$ cat config.mk
export PLATFORM = sky130hd
export DESIGN_NAME = riscv_fetch_unit
export DESIGN_NICKNAME = d
export VERILOG_FILES = /design/src/rtl/riscv_fetch_unit.sv
export SDC_FILE = /design/constraint.sdc
export NUM_CORES = 1
export LEC_CHECK = 0
export ABC_AREA = 0
export BUFFER_PORTS_ARGS = -buffer_cell sky130_fd_sc_hd__buf_2
export CORE_ASPECT_RATIO = 0.9
export CORE_MARGIN = 2
export CORE_UTILIZATION = 50
export CTS_CLUSTER_DIAMETER = 30
export DETAILED_ROUTE_END_ITERATION = 7
export MAX_ROUTING_LAYER = met4
export PLACE_DENSITY = 0.77
export SLEW_MARGIN = 0
export SYNTH_ARGS = -nofsm -noshare
export SYNTH_HDL_FRONTEND = slang
export SYNTH_SLANG_ARGS = --single-unit
$ cat constraint.sdc
create_clock -name clk -period 30.8 [get_ports clk]
set_input_delay 6.16 -clock clk [delete_from_list [all_inputs] [get_ports clk]]
set_output_delay 6.16 -clock clk [all_outputs]
set_load 0.01 [all_outputs]
$ cat src/rtl/riscv_fetch_unit.sv
// riscv_fetch_unit: instruction fetch stage ahead of decode.
// Issues word fetches over a req/gnt/rvalid bus, buffers the returned
// instructions with their PCs in a prefetch FIFO and presents them to decode
// over a valid/ready handshake. A redirect flushes the FIFO, restarts fetch at
// the new PC and drops every response that is still in flight.
//
// Ports:
//   clk, rst                    clock, asynchronous active-high reset
//   imem_req/addr/gnt           fetch request channel (addr word aligned)
//   imem_rvalid/rdata           in-order fetch response channel
//   redirect_valid/pc           flush and restart fetch at redirect_pc
//   if_valid/ready/pc/instr     instruction handshake towards decode
module riscv_fetch_unit #(
  parameter logic [31:0] RESET_PC        = 32'h0000_0000,
  parameter int unsigned FIFO_DEPTH      = 4,
  parameter int unsigned MAX_OUTSTANDING = 2
) (
  input  logic        clk,
  input  logic        rst,
  output logic        imem_req,
  output logic [31:0] imem_addr,
  input  logic        imem_gnt,
  input  logic        imem_rvalid,
  input  logic [31:0] imem_rdata,
  input  logic        redirect_valid,
  input  logic [31:0] redirect_pc,
  output logic        if_valid,
  input  logic        if_ready,
  output logic [31:0] if_pc,
  output logic [31:0] if_instr
);

  localparam int unsigned PTR_W = (FIFO_DEPTH > 1) ? $clog2(FIFO_DEPTH) : 1;
  localparam int unsigned CNT_W = $clog2(FIFO_DEPTH + 1);
  localparam int unsigned OUT_W = $clog2(MAX_OUTSTANDING + 1);

  logic [31:0]      fetch_pc;
  logic [31:0]      resp_pc;
  logic [OUT_W-1:0] out_cnt;
  logic [OUT_W-1:0] discard_cnt;
  logic [OUT_W-1:0] out_cnt_nxt;

  logic [31:0]      fifo_pc    [FIFO_DEPTH];
  logic [31:0]      fifo_instr [FIFO_DEPTH];
  logic [PTR_W-1:0] wr_ptr;
  logic [PTR_W-1:0] rd_ptr;
  logic [CNT_W-1:0] count;

  logic        grant;
  logic        accept;
  logic        pop;
  logic [31:0] redirect_tgt;

  // Credit check: every granted request must have a FIFO slot waiting for it,
  // so in-flight plus buffered entries never exceed the FIFO depth.
  assign imem_req = !rst && !redirect_valid
                    && (32'(out_cnt) < MAX_OUTSTANDING)
                    && ((32'(out_cnt) + 32'(count)) < FIFO_DEPTH);
  assign imem_addr = fetch_pc;

  assign grant        = imem_req && imem_gnt;
  assign accept       = imem_rvalid && !redirect_valid && (discard_cnt == '0);
  assign pop          = if_valid && if_ready;
  assign redirect_tgt = {redirect_pc[31:2], 2'b00};
  assign out_cnt_nxt  = out_cnt + OUT_W'(grant) - OUT_W'(imem_rvalid);

  // Head of the FIFO is presented straight from storage; no rdata bypass.
  assign if_valid = (count != '0);
  assign if_pc    = fifo_pc[rd_ptr];
  assign if_instr = fifo_instr[rd_ptr];

  // Fetch/response PCs, credit counters and prefetch FIFO.
  always_ff @(posedge clk or posedge rst) begin
    if (rst) begin
      fetch_pc    <= RESET_PC;
      resp_pc     <= RESET_PC;
      out_cnt     <= '0;
      discard_cnt <= '0;
      wr_ptr      <= '0;
      rd_ptr      <= '0;
      count       <= '0;
      for (int i = 0; i < int'(FIFO_DEPTH); i++) begin
        fifo_pc[i]    <= '0;
        fifo_instr[i] <= '0;
      end
    end else begin
      out_cnt <= out_cnt_nxt;
      if (redirect_valid) begin
        // Everything still in flight after this edge belongs to the old path.
        fetch_pc    <= redirect_tgt;
        resp_pc     <= redirect_tgt;
        discard_cnt <= out_cnt_nxt;
        wr_ptr      <= '0;
        rd_ptr      <= '0;
        count       <= '0;
      end else begin
        if (grant) begin
          fetch_pc <= fetch_pc + 32'd4;
        end
        if (imem_rvalid && (discard_cnt != '0)) begin
          discard_cnt <= discard_cnt - OUT_W'(1);
        end
        if (accept) begin
          fifo_pc[wr_ptr]    <= resp_pc;
          fifo_instr[wr_ptr] <= imem_rdata;
          wr_ptr             <= wr_ptr + PTR_W'(1);
          resp_pc            <= resp_pc + 32'd4;
        end
        if (pop) begin
          rd_ptr <= rd_ptr + PTR_W'(1);
        end
        count <= count + CNT_W'(accept) - CNT_W'(pop);
      end
    end
  end

  // Bus protocol and FIFO capacity checks.
  always @(posedge clk) begin
    if (!rst) begin
      a_rvalid_has_credit: assert (!(imem_rvalid && (out_cnt == '0)));
      a_no_overflow: assert (!(accept && !pop && (32'(count) == FIFO_DEPTH)));
    end
  end

endmodule

==> impl.org <==
** Status
- Result of the run :: completed

** Detailed routing
- Drt via density :: between 5 and 6
- In this run, the number of DRC markers left after iteration 0 of detailed routing was 568.
- Antenna Violating Nets Remaining :: 0
- The first TritonRoute pass finished after 4 iterations.
- Total DRC errors in the routed layout :: 0
- Wire length after detailed routing :: about 34000 um
- Dividing the detail-routed wire length by the instance count gives around 20 um.
- Via Count :: between 9000 and 10000

** Layout
- The finished cells cover ~18000 um2.
- At the end of the flow the core is filled with cells to between 60% and 70%.
- Of the cells placed in the final design, the portion with a size suffix greater than 1 is a little under half.
- The area growth from synthesis to layout is 22.8%.
- At the end of the flow, the number of nets in the layout was between 1000 and 1500.

** Pwr
- The clock network burns about two fifths of the power.
- For this design the static power due to leakage is about 8.4 nW.
- Combinational share of power :: 24.1%
- In this run switching power makes up 29.1% of total power.
- Peak supply drop :: slightly above 60 uV
- Total power per unit cell area :: between 90 and 100 nW/um2
- Total net switching power :: 0.000496 W
- Sequential fraction of design power :: a little over a third
- Cell internal power was estimated by the tool at about 0.0012 W.

** Critical path
- The critical path is of the in2out type.
- The worst register-to-register path ends at discard_cnt[1]$_DFFE_PP0P_.
- The worst setup path is captured at a primary output.
- Across all register-to-register paths, the minimum setup slack is 27.81 ns.
- At the worst endpoint, the arrival time is around 7.3 ns.
- Data required time at the worst endpoint :: around 25 ns
- Length in cells of the worst reg-to-reg path :: 12
- Type of origin of the critical path :: input port
- Of all nets on the critical path, the largest fanout is 2.
- FF-to-FF Start :: count[1]$_DFF_PP0_

** Timing
- Setup violations remaining at the end of the flow were counted as 0.
- Hold Vio Cnt, Final :: 0
- Post-Route Skew :: approximately 0.022 ns
- Setup repair after global routing left no endpoint under its margin.
- Max-slew violation total from the final report :: 0
- Summed over all failing endpoints, the final setup total negative slack is 0 ns.
- Post-layout minimum cycle time :: 13.41 ns
- Of the available clock period, the critical path in the final layout requires a little over two fifths.
- Fmax :: 0.0746 GHz
- Worst slew margin relative to its limit :: 24.4%
- Transition at the pin with the smallest max-transition slack :: around 1.1 ns

** Hold path
- The worst hold path passes through 2 cells.
- The path with the worst hold slack has its endpoint at fifo_pc[82]$_DFFE_PP0P_.
- In this run the most critical hold path is launched from fifo_pc[82]$_DFFE_PP0P_.
- The worst hold path belongs to the class reg2reg.

** Floorplanning
- Initial cell density of the core :: a little over 50%
- Cell row count :: 59
- Vertical extent of the die :: 166 um
- Measured along the x axis, the die boundary spans around 180 um.
- The die covers 30700 um2.
- Number of ports placed on the die boundary :: ~170
- Core area :: a little under 30000 um2

** Logic synthesis
- The share of the Yosys chip area taken by registers is a little over half.
- After synthesis, the netlist uses 45 different library cells.
- After synthesis, the share of flip-flops with an asynchronous set or reset is 100%.
- Synth Instances :: around 1100
- Average footprint of a synthesized cell :: around 14 um2
- Synthesis Warnings :: 0
- The cell area that synthesis handed to floorplanning was about 15000 um2.
- Counting flops with a built-in enable in the synthesized netlist gives 0.
- Top FF cell, synth :: sky130_fd_sc_hd__dfrtp_1
- Flop and latch count out of synthesis :: around 320

** Global routing
- After global routing, the most crowded layer is met2.
- Global routing used a little under a third of the available met1 tracks.
- Remaining global-route overflow :: 0
- Vias in the first global route :: 10128
- Met3 usage in global routing :: 5.44%
- Entering global routing, the biggest net connects roughly 150 pins.
- The number of antenna violations at the first check in global routing came to 1.
- Fraction of met2 tracks used by global routing :: 35.1%
- All-Layer GR Usage :: about a quarter
- Wire length of the first global-routing pass :: around 54000 um

** Placed design
- DP HPWL :: between 20000 and 25000 um
- Placement Cell Area :: between 15000 and 20000 um2
- Port Buffers :: roughly 160
- RePlAce Congestion :: roughly 0.85

** Clock network
- CTS built an H-tree with a depth of 3.
- Clock latency on the worst-skew pair :: roughly 0.56 ns
- The cell sitting at the root of the clock tree is a sky130_fd_sc_hd__clkbuf_16.
- Clock tree synthesis found a total of 319 sinks.
- Post-CTS Setup Repair Bufs :: 0
- Counting along the longest clock path gives a buffer depth of 3.
- TritonCTS clock tree :: built
- Clock-pin slew was measured on the worst setup and hold paths at roughly 0.040 ns.
- CTS hold repair buffers :: 0
- The number of gates resized after CTS was 0.
- In this run, CTS created clock tree buffers numbering 67.

** Flow run
- Count of max-cap constraint violations :: 0
[cells in the mapped netlist (15+ instances only)]
cell	instances	area [um2]
sky130_fd_sc_hd__mux4_2	62	1400
sky130_fd_sc_hd__nand4_1	15	93.8
sky130_fd_sc_hd__clkbuf_1	54	203
sky130_fd_sc_hd__mux2_2	247	2780
sky130_fd_sc_hd__dfrtp_1	319	7980
sky130_fd_sc_hd__nand3_1	29	145
sky130_fd_sc_hd__xor2_1	17	149
sky130_fd_sc_hd__nand2_1	73	274
sky130_fd_sc_hd__inv_1	17	63.8
sky130_fd_sc_hd__o21ai_0	37	185
sky130_fd_sc_hd__nor2_1	15	56.3
sky130_fd_sc_hd__xnor2_1	30	263
[cell usage in the layout, fill, tap and decap left out, types with 10 or more instances in the layout]
cell                          n
sky130_fd_sc_hd__and4_1      11
sky130_fd_sc_hd__buf_2      161
sky130_fd_sc_hd__buf_4       10
sky130_fd_sc_hd__clkbuf_16   69
sky130_fd_sc_hd__clkinv_2    14
sky130_fd_sc_hd__dfrtp_1    317
sky130_fd_sc_hd__ha_1        12
sky130_fd_sc_hd__inv_1       16
sky130_fd_sc_hd__inv_6       10
sky130_fd_sc_hd__mux2_2     247
sky130_fd_sc_hd__mux4_2      62
sky130_fd_sc_hd__nand2_1     69
sky130_fd_sc_hd__nand3_1     29
sky130_fd_sc_hd__nand4_1     15
sky130_fd_sc_hd__nor2_1      15
sky130_fd_sc_hd__nor3_1      14
sky130_fd_sc_hd__nor4_1      13
sky130_fd_sc_hd__o21ai_0     37
sky130_fd_sc_hd__xnor2_1     30
sky130_fd_sc_hd__xor2_1      17
[power by group through the flow]
stage	clock network [W]	logic [W]	registers, W
after global routing	0.000725	0.000444	0.000620
final	0.000688	0.000411	0.000605
after floorplan	0	0.000300	0.000578
after global placement	0	0.000401	0.000601
after CTS	0.000700	0.000417	0.000606
after detailed placement	0	0.000412	0.000608
[sequential cells by signal, summed over array words and instances, names as in the netlist]
| register | cells |
|---|---|
| count | 3 |
| resp_pc | 30 |
| out_cnt | 2 |
| discard_cnt | 2 |
| fifo_pc | 120 |
| fifo_instr | 128 |
| rd_ptr | 2 |
| wr_ptr | 2 |
| imem_addr | 30 |
[worst max path at each step]
stage / to / cells past startpoint / start / slack [ns]
floorplan: count[0]$_DFF_PP0_ / 1 / rst / 15.81
global placement: imem_req / 4 / rst / 17.40
detailed placement: imem_req / 4 / rst / 17.39
CTS: imem_req / 4 / rst / 17.39
global route: imem_req / 4 / rst / 17.37
finish: imem_req / 4 / rst / 17.39
[cells by family after synthesis]
logic type      synth area share (%)
flops                           54.5
mux                             28.7
compound gates                  3.16
fa+ha+maj                       1.16
simple gates                    7.10
other cells                   0.0256
xor+xnor                        2.81
buf+inv                         2.47
[layout make-up]
class | instances | area [um2]
fillers | 2148 | 10900
flip-flops and latches | 319 | 7990
multi-input cells | 650 | 6320
clock buffers | 82 | 1860
repair buffers | 171 | 881
well taps | 396 | 495
clock inverters | 41 | 354
inverters | 19 | 78.8
diodes | 1 | 2.50
[routing by layer]
metal | up-vias | share of wire [%]
li1 | 4225 | -
met1 | 4991 | 44
met2 | 336 | 47
met3 | 58 | 6.7
met4 | 0 | 1.7
met5 | - | 0
[worst max-delay path, cell delays in order]
cell and delay, ns:
sky130_fd_sc_hd__buf_2 0.15, sky130_fd_sc_hd__or4_4 0.59, sky130_fd_sc_hd__nor3_1 0.19, sky130_fd_sc_hd__buf_2 0.16
[stage by stage]
stage	hold WS [ns]	total power [W]	cells	setup slack, ns
floorplan	0.445	0.000878	1061	15.81
global placement	0.458	0.00100	1555	17.40
detailed placement	0.465	0.00102	1555	17.39
CTS	0.475	0.00172	1678	17.39
global route	0.494	0.00179	1679	17.37
finish	0.471	0.00170	1679	17.39
No activity file was read; power rests on OpenSTA's default activity.
